$ cat config.mk
export PLATFORM = sky130hd
export DESIGN_NAME = sync_fifo_param
export DESIGN_NICKNAME = d
export VERILOG_FILES = /design/src/rtl/sync_fifo_param.sv
export SDC_FILE = /design/constraint.sdc
export NUM_CORES = 1
export LEC_CHECK = 0
export BUFFER_PORTS_ARGS = -buffer_cell sky130_fd_sc_hd__buf_2
export CORE_MARGIN = 4
export CORE_UTILIZATION = 43
export CTS_BUF_LIST = sky130_fd_sc_hd__clkbuf_2
export DETAILED_ROUTE_END_ITERATION = 6
export PLACE_DENSITY_LB_ADDON = 0.25
export SLEW_MARGIN = 20
export SYNTH_ARGS = -nofsm -noshare
export SYNTH_HDL_FRONTEND = slang
export SYNTH_SLANG_ARGS = --single-unit
$ cat constraint.sdc
create_clock -name clk -period 6.7 [get_ports clk]
set_clock_uncertainty 0.2 [all_clocks]
set_input_delay 1.005 -clock clk [delete_from_list [all_inputs] [get_ports clk]]
set_output_delay 1.005 -clock clk [all_outputs]
set_load 0.01 [all_outputs]
$ cat src/rtl/sync_fifo_param.sv
// ---------------------------------------------------------------------------
// sync_fifo_param
//
// Single-clock FIFO with parametrised width and depth (depth need not be a
// power of two). It has a selectable read mode: first-word-fall-through or
// registered read. It also provides an occupancy count, almost-full and
// almost-empty flags, and one-cycle overflow/underflow error pulses.
//
// Parameters:
//   WIDTH          data width in bits (>= 1)
//   DEPTH          number of entries (>= 2)
//   AFULL_THRESH   almost_full  when count >= AFULL_THRESH (1..DEPTH)
//   AEMPTY_THRESH  almost_empty when count <= AEMPTY_THRESH (0..DEPTH-1)
//   FWFT           1: head word shown on rdata while not empty
//                  0: rdata registered one cycle after an accepted pop
//
// Ports:
//   clk           clock, all logic on posedge
//   reset         asynchronous, active-high reset
//   push, wdata   write request and its data
//   full          count == DEPTH
//   almost_full   count >= AFULL_THRESH
//   pop           read request
//   rdata, rvalid read data and its qualifier
//   empty         count == 0
//   almost_empty  count <= AEMPTY_THRESH
//   count         current occupancy
//   overflow      one-cycle pulse after a rejected push
//   underflow     one-cycle pulse after a rejected pop
//
// Handshake: a push is accepted on a posedge when full is low, or when a pop
// is accepted in that same cycle. A pop is accepted on a posedge when empty
// is low. Both decisions use only the registered flags, so a word pushed into
// an empty FIFO can never be popped in the same cycle. Rejected requests
// leave all state untouched and only raise the matching error pulse.
// ---------------------------------------------------------------------------
module sync_fifo_param #(
    parameter int WIDTH         = 8,
    parameter int DEPTH         = 4,
    parameter int AFULL_THRESH  = DEPTH - 1,
    parameter int AEMPTY_THRESH = 1,
    parameter int FWFT          = 1,
    localparam int CW           = $clog2(DEPTH + 1),
    localparam int AW           = (DEPTH > 1) ? $clog2(DEPTH) : 1
) (
    input  logic             clk,
    input  logic             reset,
    input  logic             push,
    input  logic [WIDTH-1:0] wdata,
    output logic             full,
    output logic             almost_full,
    input  logic             pop,
    output logic [WIDTH-1:0] rdata,
    output logic             rvalid,
    output logic             empty,
    output logic             almost_empty,
    output logic [CW-1:0]    count,
    output logic             overflow,
    output logic             underflow
);

    logic [WIDTH-1:0] mem [DEPTH];
    logic [AW-1:0]    wr_ptr;
    logic [AW-1:0]    rd_ptr;
    logic [AW-1:0]    wr_ptr_next;
    logic [AW-1:0]    rd_ptr_next;
    logic [CW-1:0]    count_next;
    logic             pop_ok;
    logic             push_ok;

    assign pop_ok  = pop & ~empty;
    assign push_ok = push & (~full | pop_ok);

    // Explicit wrap compare so non-power-of-two depths work.
    assign wr_ptr_next = (wr_ptr == AW'(DEPTH - 1)) ? '0 : wr_ptr + AW'(1);
    assign rd_ptr_next = (rd_ptr == AW'(DEPTH - 1)) ? '0 : rd_ptr + AW'(1);

    assign count_next = count + CW'(push_ok) - CW'(pop_ok);

    // Storage has no reset; its contents are meaningless until written.
    always_ff @(posedge clk) begin
        if (push_ok) begin
            mem[wr_ptr] <= wdata;
        end
    end

    // Pointers, occupancy, flags and error pulses. Flags are computed from
    // count_next so they line up with the registered count.
    always_ff @(posedge clk or posedge reset) begin
        if (reset) begin
            wr_ptr       <= '0;
            rd_ptr       <= '0;
            count        <= '0;
            empty        <= 1'b1;
            full         <= 1'b0;
            almost_empty <= 1'b1;
            almost_full  <= 1'b0;
            overflow     <= 1'b0;
            underflow    <= 1'b0;
        end else begin
            if (push_ok) begin
                wr_ptr <= wr_ptr_next;
            end
            if (pop_ok) begin
                rd_ptr <= rd_ptr_next;
            end
            count        <= count_next;
            empty        <= (count_next == '0);
            full         <= (count_next == CW'(DEPTH));
            almost_empty <= (count_next <= CW'(AEMPTY_THRESH));
            almost_full  <= (count_next >= CW'(AFULL_THRESH));
            overflow     <= push & ~push_ok;
            underflow    <= pop & empty;
        end
    end

    generate
        if (FWFT != 0) begin : g_fwft
            // Head word shown directly; forced to zero while empty so rdata
            // is defined out of reset even though storage is not.
            assign rdata  = empty ? '0 : mem[rd_ptr];
            assign rvalid = ~empty;
        end else begin : g_reg
            logic [WIDTH-1:0] rdata_q;
            logic             rvalid_q;

            // rdata holds its last value when no pop is accepted.
            always_ff @(posedge clk or posedge reset) begin
                if (reset) begin
                    rdata_q  <= '0;
                    rvalid_q <= 1'b0;
                end else if (pop_ok) begin
                    rdata_q  <= mem[rd_ptr];
                    rvalid_q <= 1'b1;
                end else begin
                    rvalid_q <= 1'b0;
                end
            end

            assign rdata  = rdata_q;
            assign rvalid = rvalid_q;
        end
    endgenerate

endmodule

==> summary.md, run 1 <==
| Metric | Value |
|---|---|
| Outcome | `finished, final reports clean` |
| Max Freq | `317 MHz` |
| FP Rows | `23` |
| Unrepaired setup endpoints after global routing | `false` |
| Die Wd | `73.5 µm` |
| Antenna cell count | `0` |
| Max-cap violations | `0` |
| CTS Buffer Depth | `2` |
| Power Dens Cells | `424 nW/µm²` |
| Layout area overhead | `12.1%` |
| Worst setup EP type | `output port` |
| TritonRoute pass-1 iters | `4` |
| Clock sinks | `45` |
| Wire per inst | `15.9 µm` |
| Final Hold Vio Count | `0` |
| Largest net degree at the start of global routing | `19` |
| Root Driver | `clkbuf_2` |
| Seq/Total Area, Yosys | `0.699` |
| GPL Wtd Cong | `0.651` |
| Skew-Pair Late Insertion Delay | `0.37 ns` |
| Setup Buffers After CTS | `0` |
| CTS tree | `yes` |
| Core area | `4090 µm²` |
| CTS Hold Buffers Added | `0` |
| Final global-route overflow total | `0` |
| Final WL | `3110 µm` |
| Number of gates resized after CTS | `0` |
| Critical Path AT | `1.95 ns` |
| Fin. max-slew vios | `0` |
| Fill cell count | `347` |
| Fin crit period | `3.15 ns` |
| # DRC | `0` |
| Worst slew pin tran | `0.938 ns` |
| Req. time, crit path | `5.49 ns` |
| Hpwl dp | `2210 µm` |
| Starting density of the core | `0.451` |
| Synthesized area | `1840 µm²` |
| Slew HR | `0.375` |
| Clock slew at reported path FFs | `0.19 ns` |
| # IOs | `30` |
| CP Class | `flip-flop to output port` |
| Vias in the first global route | `1,016` |
| ANT nets after route | `0` |
| CTS Buf Count | `5` |
| Leak | `0.893 nW` |
| Routed vias/inst | `4.99` |
| Mapped Cells | `111` |
| HP Class | `flip-flop to flip-flop` |
| IO buf count | `29` |
| Nets@finish | `164` |
| CP Max Fanout | `18` |
| Setup total negative slack | `0 ns` |
| #FFs+latches synth | `45` |
| Post-synthesis cell type count | `25` |
| Synth Warn # | `0` |
| First-pass GRT wire length | `4860 µm` |
| Cells after DPL | `187` |
| CP Launch Type | `flip-flop` |
| DRT iter0 DRCs | `67` |
| Syn nets | `131` |
| Post-Syn Area per Cell | `16.6 µm²` |
| Initial antenna violation count | `0` |
| Chip Height | `73.5 µm` |
| Die Area | `5400 µm²` |
| Layout Cells excl Fill | `195` |
| Global Route Usage Sum | `0.127` |
| Share of layout cells above drive strength 1 | `0.324` |
| Final setup viols | `0` |
| H-tree depth | `2` |
| Worst vdd ir | `0.000243 V` |
| Final Cycle Share | `0.470` |
| Vias post-DR | `973` |
==> cell families (layout without fill, tap and decap cells) <==
family | Yosys count | count (layout) | synth area share
AO/OA/AOI/OAI | 11 | 11 | 0.0461
XOR/XNOR | 2 | 2 | 0.0136
adder cells (fa/ha/maj) | 8 | 8 | 0.0583
buffers and inverters | 12 | 46 | 0.0312
flip-flops | 45 | 45 | 0.699
multiplexers | 19 | 19 | 0.105
AND/OR/NAND/NOR | 14 | 14 | 0.0468
==> per-stage QoR <==
step	area (µm²)	setup WS, ns	power (mW)	util	hold slack (ns)
after floorplan	1840	3.68	0.673	-	0.315
after global placement	2030	3.49	0.767	0.496	0.338
after detailed placement	2030	3.31	0.787	0.496	0.353
after CTS	2070	3.50	0.891	0.506	0.389
after global routing	2070	3.37	0.938	0.506	0.404
final	2070	3.55	0.877	0.506	0.389
==> registers in the layout, indices dropped and copies added, names as in the netlist <==
signal and cells:
full 1, wr_ptr 2, empty 1, almost_empty 1, rd_ptr 2, almost_full 1, count 3, mem 32
overflow 1, underflow 1
==> worst max-delay path: stages, from the launching register on <==
cell and delay, ns:
dfrtp_1 1.00, mux2i_1 0.18, o22ai_1 0.22, buf_2 0.17
==> cell usage in the layout (no fill, tap or decap), types with 2 or more instances in the layout <==
master | Yosys | layout
and2_1 | 5 | 5
buf_2 | 1 | 29
clkbuf_2 | 0 | 7
dfrtp_1 | 11 | 11
dfstp_2 | 2 | 2
edfxtp_1 | 32 | 32
ha_1 | 7 | 7
inv_1 | 9 | 9
mux2_2 | 3 | 3
mux2i_1 | 16 | 16
nor2_1 | 2 | 2
nor3_1 | 2 | 2
o22ai_1 | 8 | 8
==> cell type report <==
cell class                 instances  area, µm²  area share
timing repair buffer              29        145      0.0702
tap                               50       62.6      0.0302
clock inverter                     1       5.00     0.00242
inverter                           9       33.8      0.0163
multi-input combinational         54        498       0.241
clock buffer                       7       35.0      0.0169
sequential                        45       1290       0.623
==> final timing paths <==
path,startpoint,to,slack [ns],depth (start not counted)
worst max register to register,empty,full,3.98,11
worst min-delay path,empty,underflow,0.39,1
worst max-delay path,rd_ptr[1],rdata[2],3.55,3
min in group asynchronous,reset,underflow,0.41,2
max in group asynchronous,reset,empty,5.52,2
worst min register to register,empty,underflow,0.39,1
==> metal layers <==
layer	share of wire	vias up	wire length (µm)	global-route usage
li1	-	468	-	-
met1	0.43	478	1320	0.146
met2	0.53	23	1640	0.221
met3	0.037	4	115	0.0301
met4	0.0084	0	26	0.0604
met5	0	-	0	0
==> cell usage after synthesis <==
cell type / n / area (µm²)
a21boi_4: 1 / 18.8
a21o_1: 1 / 7.51
a21o_2: 1 / 8.76
and2_1: 5 / 31.3
and3_1: 1 / 6.26
buf_2: 1 / 5.00
buf_4: 1 / 7.51
buf_6: 1 / 11.3
dfrtp_1: 11 / 275
dfstp_2: 2 / 52.6
edfxtp_1: 32 / 961
fa_1: 1 / 20.0
ha_1: 7 / 87.6
inv_1: 9 / 33.8
mux2_2: 3 / 33.8
mux2i_1: 16 / 160
nand2_1: 1 / 3.75
nand2b_4: 1 / 13.8
nor2_1: 2 / 7.51
nor3_1: 2 / 10.0
nor3b_1: 1 / 7.51
o22ai_1: 8 / 50.1
or2_2: 1 / 6.26
xnor2_1: 1 / 8.76
xnor2_2: 1 / 16.3
==> report_power, final <==
part           total (mW)  internal, mW  switching (mW)
clock               0.106        0.0285          0.0778
combinational       0.336         0.157           0.178
sequential          0.435         0.376          0.0591
total               0.877         0.562           0.315
Note: power is estimated with default switching activity, not from simulation.
==> run 2: changes to the inputs <==
Clock period 6.7 ns to 3.1 ns, I/O delays scaled along.
==> summary.md, run 2 (synthesis gave the netlist of run 1 again) <==
| Metric | Value |
|---|---|
| Outcome | `finished, final reports clean` |
| Die Area | `5400 µm² (unchanged)` |
| CP top delay family | `adder cells` |
| Max-cap violations | `0 (unchanged)` |
| Final Hold Vio Count | `0 (unchanged)` |
| Wire per inst | `15.4 µm (-3.4%)` |
| Starting density of the core | `0.451 (unchanged)` |
| Die Wd | `73.5 µm (unchanged)` |
| Req. time, crit path | `3.22 ns (-2.27 ns)` |
| Unrepaired setup endpoints after global routing | `false` |
| Vias in the first global route | `1,019 (+0.30%)` |
| Fin crit period | `2.67 ns` |
| First-pass GRT wire length | `4870 µm (+0.14%)` |
| Core area | `4090 µm² (unchanged)` |
| FP Rows | `23 (unchanged)` |
| Chip Height | `73.5 µm (unchanged)` |
| IO buf count | `29 (unchanged)` |
| CTS Buf Count | `5 (unchanged)` |
| Share of layout cells above drive strength 1 | `0.324 (about the same)` |
| DRT iter0 DRCs | `41 (-39%)` |
| Slew HR | `0.668 (+0.293)` |
| Clock sinks | `45 (unchanged)` |
| CP Class | `flip-flop to flip-flop` |
| Antenna cell count | `0 (unchanged)` |
| CP Launch Type | `flip-flop` |
| Final global-route overflow total | `0 (unchanged)` |
| Worst setup EP type | `flip-flop` |
| Leak | `0.916 nW (+2.6%)` |
| Initial antenna violation count | `0 (unchanged)` |
| CP Max Fanout | `7 (-11)` |
| TritonRoute pass-1 iters | `4 (unchanged)` |
| Most common cell on crit path | `inv_1` |
| Multi-input logic area | `498 µm² (unchanged)` |
| Skew-Pair Late Insertion Delay | `0.38 ns (about the same)` |
| Root Driver | `clkbuf_2` |
| Final setup viols | `0 (unchanged)` |
| Hpwl dp | `2170 µm (-1.7%)` |
| # IOs | `30 (unchanged)` |
| DP Worst Slack | `0.332 ns (-2.98 ns)` |
| Buf+Inv Stages, Crit Path | `3 (+2)` |
| Number of gates resized after CTS | `0 (unchanged)` |
| Setup total negative slack | `0 ns (unchanged)` |
| Register area | `1290 µm² (unchanged)` |
| Global Route Usage Sum | `0.128 (+0.000801)` |
| Power Dens Cells | `935 nW/µm² (+120%)` |
| Max Freq | `375 MHz` |
| Fin. max-slew vios | `0 (unchanged)` |
| Setup WS post-layout | `0.434 ns (-3.11 ns)` |
| Final Cycle Share | `0.860` |
| Vias post-DR | `975 (+0.21%)` |
| H-tree depth | `2 (unchanged)` |
| GPL Wtd Cong | `0.648 (-0.49%)` |
| Largest net degree at the start of global routing | `15 (-4)` |
| CP max-delay cell | `dfstp_2` |
| Worst path cell trace | `nand2b_4 > a21boi_4 > inv_1 > ha_1 > inv_1 > ha_1 > inv_1 > fa_1 > xnor2_1 > xnor2_2 > nor3b_1` |
| Layout area overhead | `15.0%` |
| Most common cell after layout, fill and taps aside | `edfxtp_1` |
| Most frequent cells in the layout | `edfxtp_1, buf_2, mux2i_1, dfrtp_1, inv_1` |
| Reg with most FFs | `mem` |
| # DRC | `0 (unchanged)` |
| Nets@finish | `167 (+1.8%)` |
| CTS Buffer Depth | `2 (unchanged)` |
| Regs by FF count | `mem x32, count x3` |
| CTS tree | `yes` |
| Critical Path Max Stage Delay | `0.43 ns (-0.57 ns)` |
| Worst vdd ir | `0.000552 V (+130%)` |
| Clock slew at reported path FFs | `0.21 ns (+0.02 ns)` |
| Worst slew pin tran | `0.498 ns (-0.440 ns)` |
| ANT nets after route | `0 (unchanged)` |
| HP Class | `input pin to flip-flop` |
| Final WL | `3050 µm (-2.0%)` |
| Critical Path AT | `2.78 ns (+0.83 ns)` |
| Max FFs per register | `32 (unchanged)` |
| Routed vias/inst | `4.92 (-1.3%)` |
| Fill cell count | `340 (-2.0%)` |
[run 2: timing repair]
action,4_1_cts,5_1_grt
hold buffers,1,1
setup buffers,0,0
hold endpoints to repair,11,4
[run 2: worst paths after layout]
kind	from	to	slack [ns]	cells past startpoint
setup / recovery	empty	full	0.43	11
hold / removal	wdata[3]	mem[2][3]	0.06	1
setup reg to reg	empty	full	0.43	11
hold reg to reg	empty	underflow	0.38	1
max in group asynchronous	reset	empty	1.92	3
min in group asynchronous	reset	rd_ptr[0]	0.41	3
[run 2: metrics by stage]
| stage | total power [mW] | hold WS [ns] | utilization | std cells | instance area, µm² |
|---|---|---|---|---|---|
| final | 1.98 | 0.0649 | 0.519 | 198 | 2120 |
| after global routing | 2.12 | 0.0000112 | 0.519 | 198 | 2120 |
| after CTS | 2.02 | 0.0244 | 0.517 | 197 | 2110 |
| after detailed placement | 1.71 | 0.307 | 0.498 | 188 | 2040 |
| after global placement | 1.67 | 0.291 | 0.498 | 188 | 2040 |
| after floorplan | 1.46 | 0.141 | - | 111 | 1840 |
[run 2: report_power, final]
part           internal, mW  total [mW]  switching [mW]
Clock                 0.139       0.308           0.169
Combinational         0.346       0.763           0.417
Sequential            0.813       0.911          0.0979
[run 2: area by class of cell]
type                    instances  share of cell area
multi-input cells              54               0.235
repair buffers                 32              0.0814
flip-flops and latches         45               0.608
well taps                      50              0.0295
clock inverters                 2              0.0165
inverters                       9              0.0159
clock buffers                   6              0.0142
[run 2: layer usage]
layer / routed length [µm] / track usage / share of wire
met4: 46 / 0.0543 / 0.015
met5: 0 / 0 / 0
met2: 1620 / 0.219 / 0.53
met1: 1240 / 0.138 / 0.41
met3: 142 / 0.0534 / 0.047
